[config.mk]
export PLATFORM = sky130hd
export DESIGN_NAME = control_sequencer
export DESIGN_NICKNAME = d
export VERILOG_FILES = /design/src/rtl/control_sequencer_pkg.sv /design/src/rtl/control_rom.sv /design/src/rtl/control_sequencer.sv
export SDC_FILE = /design/constraint.sdc
export NUM_CORES = 1
export LEC_CHECK = 0
export CAP_MARGIN = 20
export CORE_ASPECT_RATIO = 1.2
export CORE_MARGIN = 5
export CORE_UTILIZATION = 53
export DETAILED_ROUTE_END_ITERATION = 8
export PLACE_DENSITY = 0.85
export RECOVER_POWER = 100
export SKIP_CTS_REPAIR_TIMING = 1
export SYNTH_ARGS = -nofsm -noshare
export SYNTH_HDL_FRONTEND = slang
export SYNTH_HIERARCHICAL = 1
export SYNTH_SLANG_ARGS = --single-unit
[constraint.sdc]
create_clock -name Clk -period 5.6 [get_ports Clk]
set_clock_uncertainty 0.2 [all_clocks]
set_input_delay 1.12 -clock Clk [delete_from_list [all_inputs] [get_ports Clk]]
set_output_delay 1.12 -clock Clk [all_outputs]
set_load 0.02 [all_outputs]
[src/rtl/control_sequencer_pkg.sv]
// Shared definitions for the control sequencer and the instruction encoder:
// state numbering, the control word layout and decode helpers.
package control_sequencer_pkg;

   localparam int SEQ_STATE_W = 6;

   // Every control state number; the encoder emits the execute entry points.
   typedef enum logic [SEQ_STATE_W-1:0] {
      S_IDLE     = 6'd0,
      S_FETCH0   = 6'd1,   // MAR <= PC
      S_FETCH1   = 6'd2,   // memory read, PC += 4
      S_FETCH2   = 6'd3,   // wait for MOC, IR <= data
      S_DECODE   = 6'd4,
      S_ADD      = 6'd10,
      S_SHIFT    = 6'd11,
      S_IMM      = 6'd12,
      S_CMP      = 6'd13,
      S_MOV      = 6'd14,
      S_LDR0     = 6'd20,
      S_LDR1     = 6'd21,
      S_LDR2     = 6'd22,
      S_LDR3     = 6'd23,
      S_STR0     = 6'd25,
      S_STR1     = 6'd26,
      S_STR2     = 6'd27,
      S_BR       = 6'd30,
      S_BR_TAKEN = 6'd31,
      S_HALT     = 6'd63
   } state_e;

   // Datapath control word, one bit per strobe.
   typedef struct packed {
      logic mar_ld;
      logic ir_ld;
      logic mdr_ld;
      logic pc_inc;
      logic pc_ld;
      logic rf_ld;
      logic flags_ld;
      logic mem_en;
      logic mem_rw;
   } ctrl_t;

   // Quiescent word: nothing loads, bus idles in read direction.
   localparam ctrl_t CTRL_IDLE = ctrl_t'(9'b0_0000_0001);

   // Encoder values the decode state may jump to.
   function automatic logic is_legal_decode(input logic [SEQ_STATE_W-1:0] s);
      case (s)
         6'd10, 6'd11, 6'd12, 6'd13, 6'd14, 6'd20, 6'd25, 6'd30: return 1'b1;
         default:                                              return 1'b0;
      endcase
   endfunction

   // States that stall on memory completion and run the timeout counter.
   function automatic logic is_wait_state(input state_e s);
      return (s == S_FETCH2) || (s == S_LDR2) || (s == S_STR2);
   endfunction

endpackage

[src/rtl/control_rom.sv]
// Control store: maps the current state to its Moore control word.
module control_rom
   import control_sequencer_pkg::*;
(
   input  state_e state,
   output ctrl_t  ctrl
);

   // Decode state to strobes; unlisted states (idle, decode, branch test, halt) stay quiet.
   always_comb begin
      ctrl = CTRL_IDLE;
      case (state)
         S_FETCH0:   ctrl.mar_ld = 1'b1;
         S_FETCH1: begin
            ctrl.mem_en = 1'b1;
            ctrl.pc_inc = 1'b1;
         end
         S_FETCH2: begin
            ctrl.mem_en = 1'b1;
            ctrl.ir_ld  = 1'b1;   // gated by moc at the top level
         end
         S_ADD, S_SHIFT, S_IMM, S_MOV, S_LDR3:
            ctrl.rf_ld = 1'b1;
         S_CMP:      ctrl.flags_ld = 1'b1;
         S_LDR0, S_STR0:
            ctrl.mar_ld = 1'b1;
         S_LDR1:     ctrl.mem_en = 1'b1;
         S_LDR2: begin
            ctrl.mem_en = 1'b1;
            ctrl.mdr_ld = 1'b1;   // gated by moc at the top level
         end
         S_STR1:     ctrl.mdr_ld = 1'b1;
         S_STR2: begin
            ctrl.mem_en = 1'b1;
            ctrl.mem_rw = 1'b0;
         end
         S_BR_TAKEN: ctrl.pc_ld = 1'b1;
         default:    ctrl = CTRL_IDLE;
      endcase
   end

endmodule

[src/rtl/control_sequencer.sv]
// Microprogrammed sequencer: fetch/decode/execute state machine with
// memory-completion waits, a MOC timeout that halts with a sticky bus error,
// and moc-qualified loads in the memory wait states.
module control_sequencer
   import control_sequencer_pkg::*;
#(
   parameter int STATE_W     = 6,
   parameter int MOC_TIMEOUT = 15
) (
   input  logic               Clk,
   input  logic               Reset,
   input  logic [STATE_W-1:0] enc_state,
   input  logic               moc,
   input  logic               cond_true,
   output logic [STATE_W-1:0] state,
   output logic               mar_ld,
   output logic               ir_ld,
   output logic               mdr_ld,
   output logic               pc_inc,
   output logic               pc_ld,
   output logic               rf_ld,
   output logic               flags_ld,
   output logic               mem_en,
   output logic               mem_rw,
   output logic               illegal_op,
   output logic               bus_error
);

   localparam int CNT_W = $clog2(MOC_TIMEOUT + 1);
   // Count value on the last permitted wait cycle.
   localparam logic [CNT_W-1:0] CNT_LAST = CNT_W'(MOC_TIMEOUT - 1);

   state_e           state_reg, state_next;
   logic [CNT_W-1:0] wait_cnt_reg, wait_cnt_next;
   logic             bus_error_reg, bus_error_next;
   ctrl_t            ctrl;

   control_rom u_rom (
      .state (state_reg),
      .ctrl  (ctrl)
   );

   // State, wait counter and bus-error flag; reset may land mid-wait.
   always_ff @(posedge Clk or posedge Reset) begin
      if (Reset) begin
         state_reg     <= S_IDLE;
         wait_cnt_reg  <= '0;
         bus_error_reg <= 1'b0;
      end else begin
         state_reg     <= state_next;
         wait_cnt_reg  <= wait_cnt_next;
         bus_error_reg <= bus_error_next;
      end
   end

   // Next state: sequencing, decode dispatch, then the wait/timeout override.
   always_comb begin
      state_next     = S_FETCH0;
      wait_cnt_next  = '0;       // cleared whenever a wait state is not held
      bus_error_next = bus_error_reg;
      illegal_op     = 1'b0;
      case (state_reg)
         S_FETCH0: state_next = S_FETCH1;
         S_FETCH1: state_next = S_FETCH2;
         S_FETCH2: state_next = S_DECODE;
         S_DECODE: begin
            if (is_legal_decode(enc_state)) begin
               state_next = state_e'(enc_state);
            end else begin
               illegal_op = 1'b1;
            end
         end
         S_LDR0:   state_next = S_LDR1;
         S_LDR1:   state_next = S_LDR2;
         S_LDR2:   state_next = S_LDR3;
         S_STR0:   state_next = S_STR1;
         S_STR1:   state_next = S_STR2;
         S_BR:     state_next = cond_true ? S_BR_TAKEN : S_FETCH0;
         S_HALT:   state_next = S_HALT;
         default:  state_next = S_FETCH0;  // idle, execute states, unreachable codes
      endcase

      // Without MOC a wait state holds, or halts once the budget is spent.
      // MOC arriving on the last allowed cycle keeps the normal transition.
      if (is_wait_state(state_reg) && !moc) begin
         if (wait_cnt_reg == CNT_LAST) begin
            state_next     = S_HALT;
            bus_error_next = 1'b1;
         end else begin
            state_next    = state_reg;
            wait_cnt_next = wait_cnt_reg + 1'b1;
         end
      end
   end

   // Moore strobes from the control store; the two memory-data loads wait for MOC.
   always_comb begin
      mar_ld   = ctrl.mar_ld;
      ir_ld    = ctrl.ir_ld & moc;
      mdr_ld   = ctrl.mdr_ld & ((state_reg != S_LDR2) | moc);
      pc_inc   = ctrl.pc_inc;
      pc_ld    = ctrl.pc_ld;
      rf_ld    = ctrl.rf_ld;
      flags_ld = ctrl.flags_ld;
      mem_en   = ctrl.mem_en;
      mem_rw   = ctrl.mem_rw;
   end

   assign state     = state_reg;
   assign bus_error = bus_error_reg;

endmodule

==> flow_metrics.py, run 1 <==
metrics = {
    "power_and_ir_drop": {
        "ir_drop_uv": 146,
        "power_density_nw_per_um2": 108,
        "leakagePower_nw": 0.547,
        "p_total_mw": 0.147,
    },
    "timing": {
        "finalSetupViolCount": 0,
        "hold_violations": 0,
        "max_slew.worst_pin.slew_ns": 1.11,
        "period_share": 0.783,
        "period_minus_slack_ns": 4.39,
        "fmax_ghz": 0.228,
        "setup_tns_ns": 0,
        "slew_violations": 0,
        "hold_ws_ns": 0.271,
        "slew_headroom": 0.254,
        "rsz0062_at_grt": "no",
    },
    "cts": {
        "cts.sink_count": 11,
        "cts_inserted_buffers": 3,
        "root_buffer": "clkbuf_4",
        "htreeDepth": 1,
        "tritoncts": "done",
        "clk_pin_slew_ns": 0.06,
        "cts_buffer_depth": 2,
        "clkLatencyLatePin_ns": 0.26,
    },
    "setup_path": {
        "r2r_cells": 5,
        "cp.required_ns": 4.28,
        "crit_buf_inv": 2,
        "worstReg2RegEnd": "state[1]$_DFFE_PP0P_",
        "path_delay_family": "buffers and inverters",
        "cp-startpoint": "enc_state[1]",
        "crit_arrival_ns": 3.07,
        "crit_path_start_kind": "input port",
        "crit_path_end_kind": "primary output",
        "crit_slowest_cell": "dlygate4sd3_1",
        "reg2reg_setup_slack_ns": 2.81,
        "path_max_fanout": 6,
        "cp-endpoint": "illegal_op",
        "r2r-start": "state[3]$_DFFE_PP0P_",
        "critPathMaxStageDelay_ns": 0.70,
        "worstPathCellList": "clkdlybuf4s50_1 > nor4b_2 > a311o_1 > a31oi_2 > dlygate4sd3_1",
        "cp.depth": 5,
        "critPathKind": "in -> out",
    },
    "floorplan": {
        "die_h_um": 60.2,
        "die_w_um": 51.9,
        "core_um2": 2030,
        "io_pins": 27,
        "dieArea_um2": 3120,
        "initial_utilization": 0.550,
        "num_rows": 18,
    },
    "grt": {
        "grt_pass1_vias": 991,
        "antenna_found_initial": 0,
        "grt_max_degree": 28,
        "grt_usage": 0.179,
        "grt_first_pass_wirelength_um": 4280,
        "grt_overflow": 0,
    },
    "finish": {
        "final_area_um2": 1370,
        "synthToLayoutAreaGrowth_pct": 22.4,
        "antenna_cells": 0,
        "layout.nets": 175,
        "largest_reg_flops": 6,
        "fin_cells": 182,
        "final_layout_size_suffix_gt1_frac": 0.0556,
    },
    "yosys": {
        "synth_most_common_cell": "nor2_1",
        "async_flop_share": 1.00,
        "synth.distinct_cells": 55,
        "avgSynthCellArea_um2": 7.85,
        "synthTopCellsByArea": "dfrtp_1 (25%), nor2_1 (6.4%), a211o_1 (3.1%)",
        "synth_fp_nets": 154,
        "synthFlopType": "dfrtp_1",
        "synth-edff-count": 0,
        "yosys-top-cells-count": "nor2_1 (19), dfrtp_1 (11), nand2_1 (9)",
        "yosysTopAreaCellShare": 0.247,
        "ys_seq_area_frac": 0.247,
        "ys_ff_latch": 11,
        "yosys_warnings": 6,
        "syn_inst": 142,
        "synth_top_area_cell": "dfrtp_1",
        "synth.cell_area_um2": 1110,
    },
    "min_path": {
        "min_path_type": "reg -> reg",
        "min_from": "bus_error$_DFFE_PP0P_",
    },
    "flow_run": {
        "drv_cap": 0,
    },
    "run_status": {
        "status": "finished clean",
    },
    "routing": {
        "ant_nets": 0,
        "routed_wirelength_um": 2680,
        "wl_per_cell_um": 14.7,
        "route.vias.total": 1145,
        "viasPerCell": 6.29,
        "route.detailed.drc": 0,
        "dr.pass1.iters": 4,
        "drt_iter0_drc": 36,
    },
    "placement": {
        "dpl.hpwl_um": 2030,
        "gp_congestion": 0.817,
        "numPortBuffers": 26,
        "place_area_um2": 1350,
        "numPlacedInstances": 178,
    },
}
-- power breakdown --
| group | internal, mW | switching [mW] | total, mW |
|---|---|---|---|
| combinational | 0.00814 | 0.00722 | 0.0154 |
| clock | 0.0276 | 0.0248 | 0.0523 |
| sequential | 0.0794 | 0 | 0.0794 |
-- layout by cell type (no fill, tap or decap), drive strengths merged, types with 2 or more instances in the layout --
cell,instances
a2111oi,2
a211o,4
a211oi,2
a21boi,2
a21oi,7
a31oi,5
and2,2
and3,4
clkbuf,4
clkdlybuf4s50,8
dfrtp,11
dlygate4sd3,18
ha,2
inv,6
nand2,9
nand2b,5
nand3,3
nand3b,2
nand4,2
nor2,19
nor3,8
nor4b,2
o211ai,3
o21ai,4
or3,3
xnor2,2
xor2,3
-- worst min path at each step --
stage                                endpoint  slack (ns)  depth (start not counted)
finish                  bus_error$_DFFE_PP0P_        0.27                          1
CTS                     bus_error$_DFFE_PP0P_        0.29                          1
floorplan           wait_cnt_reg[0]$_DFF_PP0_        0.25                          1
detailed placement      bus_error$_DFFE_PP0P_        0.27                          1
global route            bus_error$_DFFE_PP0P_        0.32                          1
global placement        bus_error$_DFFE_PP0P_        0.27                          1
-- through the flow --
step                utilization  worst slack [ns]
finish                    0.673              1.21
global route              0.673              1.14
CTS                       0.677              1.26
global placement          0.664              1.32
detailed placement        0.664              1.27
floorplan                     -              2.29
-- metal layers --
layer  vias up  track usage  wire length [um]
met4         0       0.0637                29
met5         -            0                 0
met2        37        0.332              1370
met1       534        0.202              1100
li1        570            -                 -
met3         4       0.0299               179
-- cell families after synthesis --
kind of cell / count (synthesis) / share of synthesized area
DFF: 11 / 0.247
xor gates and xnor gates: 5 / 0.0393
adders and majority gates: 2 / 0.0224
buffers and inverters: 16 / 0.0696
and+or+nand+nor: 66 / 0.340
AOI/OAI and AO/OA: 41 / 0.273
muxes: 1 / 0.00898
-- final cells by class --
class	count	area, um^2
timing repair buffer	26	260
multi-input combinational	115	756
tap	20	25.0
fill	188	662
sequential	11	275
inverter	6	22.5
clock buffer	4	26.3
No activity file was read; power rests on OpenSTA's default activity.
==> run 2, diff against run 1 <==
Settings changed: CORE_UTILIZATION 53 to 44, PLACE_DENSITY 0.85 to 0.75.
Clock period 5.6 ns to 3.8 ns, I/O delays scaled along.
==> flow_metrics.py, run 2 (synthesized netlist as in run 1, its figures left out) <==
metrics = {
    "run_status": {
        "status": "finished clean",
    },
    "routing": {
        "route.vias.total": 1171,
        "met2_length_um": 1460,
        "dr_wl_met3_um": 136,
        "ant_nets": 0,
        "viasPerCell": 5.83,
        "routed_wirelength_um": 2920,
        "wl_met1_um": 1270,
        "wl_per_cell_um": 14.5,
        "route.detailed.drc": 0,
        "dr.pass1.iters": 4,
        "drt_iter0_drc": 73,
        "highest_layer": "met4",
    },
    "cts": {
        "clk_pin_slew_ns": 0.07,
        "tritoncts": "done",
        "cts.sink_count": 11,
        "cts_inserted_buffers": 3,
        "root_buffer": "clkbuf_4",
        "clkLatencyLatePin_ns": 0.27,
        "htreeDepth": 1,
        "cts_buffer_depth": 2,
    },
    "power_and_ir_drop": {
        "p_total_mw": 0.219,
        "leakagePower_nw": 0.565,
        "ir_drop_uv": 212,
        "power_density_nw_per_um2": 154,
    },
    "timing": {
        "timing.final.ws_setup_ns": 0.150,
        "fmax_ghz": 0.274,
        "finalSetupViolCount": 0,
        "period_minus_slack_ns": 3.65,
        "hold_violations": 0,
        "slew_violations": 0,
        "max_slew.worst_pin.slew_ns": 1.01,
        "slew_headroom": 0.318,
        "hold_ws_ns": 0.284,
        "setup_tns_ns": 0,
        "rsz0062_at_grt": "no",
        "period_share": 0.961,
    },
    "placement": {
        "dpl.hpwl_um": 2170,
        "numPlacedInstances": 197,
        "numPortBuffers": 26,
        "place_area_um2": 1410,
        "pre_cts_ws_ns": 0.180,
        "gp_congestion": 0.731,
    },
    "setup_path": {
        "path_max_fanout": 6,
        "worstPathCellList": "clkdlybuf4s50_1 > nor4b_2 > a311o_1 > a31oi_2 > clkdlybuf4s50_1",
        "crit_path_end_kind": "primary output",
        "critPathKind": "in -> out",
        "cp.required_ns": 2.84,
        "crit_arrival_ns": 2.69,
        "crit_path_start_kind": "input port",
        "critPathMaxStageDelay_ns": 0.64,
        "crit_slowest_cell": "clkdlybuf4s50_1",
        "crit_top_cell": "clkdlybuf4s50_1",
    },
    "finish": {
        "final_cell_mix": "nor2_1 (19), dlygate4sd3_1 (16), dfrtp_1 (11), clkdlybuf4s50_1 (10), nand2_1 (9)",
        "layout.nets": 181,
        "final_core_utilization": 0.575,
        "final_area_um2": 1420,
        "final_layout_size_suffix_gt1_frac": 0.0833,
        "synthToLayoutAreaGrowth_pct": 27.7,
        "final_common_cell": "nor2_1",
        "largest_reg_flops": 6,
        "fin_cells": 201,
        "antenna_cells": 0,
    },
    "grt": {
        "grt_overflow": 0,
        "antenna_found_initial": 0,
        "grt_first_pass_wirelength_um": 4900,
        "grt_usage": 0.168,
        "grt_pass1_vias": 1105,
        "grt_max_degree": 27,
    },
    "floorplan": {
        "initial_utilization": 0.450,
        "core_um2": 2480,
        "num_rows": 20,
        "die_h_um": 65.1,
        "dieArea_um2": 3640,
        "die_w_um": 56.0,
        "io_pins": 27,
    },
    "flow_run": {
        "drv_cap": 0,
    },
    "min_path": {
        "min_path_type": "reg -> reg",
    },
}
run 2: final cells by class:
class	instances	area (um^2)
Clock buffer	4	26.3
Fill cell	226	1050
Inverter	6	22.5
Multi-Input combinational cell	115	757
Sequential cell	11	275
Tap cell	33	41.3
Timing Repair Buffer	32	302
run 2: report_power, final:
group | internal [mW] | leakage, nW | total [mW] | switching [mW]
clock | 0.0407 | 0.0150 | 0.0798 | 0.0391
sequential | 0.117 | 0.122 | 0.117 | 0
combinational | 0.0122 | 0.428 | 0.0227 | 0.0105
run 2: critical path, delay by kind of cell:
family | cells | cell delay, ns
AOI/OAI and AO/OA | 2 | 0.57
buffers and inverters | 2 | 1.25
and+or+nand+nor | 1 | 0.11
run 2: metal layers:
metal  global-route usage  vias up
li1                     -      580
met1                0.184      540
met2                0.317       47
met3               0.0275        4
met4               0.0742        0
met5                    0        -
run 2: final timing paths:
check                           slack [ns]  cells past startpoint             startpoint                         to
min in group asynchronous             0.70                      2                  Reset  wait_cnt_reg[3]$_DFF_PP0_
worst max-delay path                  0.15                      5           enc_state[1]                 illegal_op
worst min register to register        0.28                      1  bus_error$_DFFE_PP0P_      bus_error$_DFFE_PP0P_
worst max register to register        0.84                      6   state[3]$_DFFE_PP0P_       state[1]$_DFFE_PP0P_
worst min-delay path                  0.28                      1  bus_error$_DFFE_PP0P_      bus_error$_DFFE_PP0P_
max in group asynchronous             2.42                      2                  Reset       state[4]$_DFFE_PP0P_
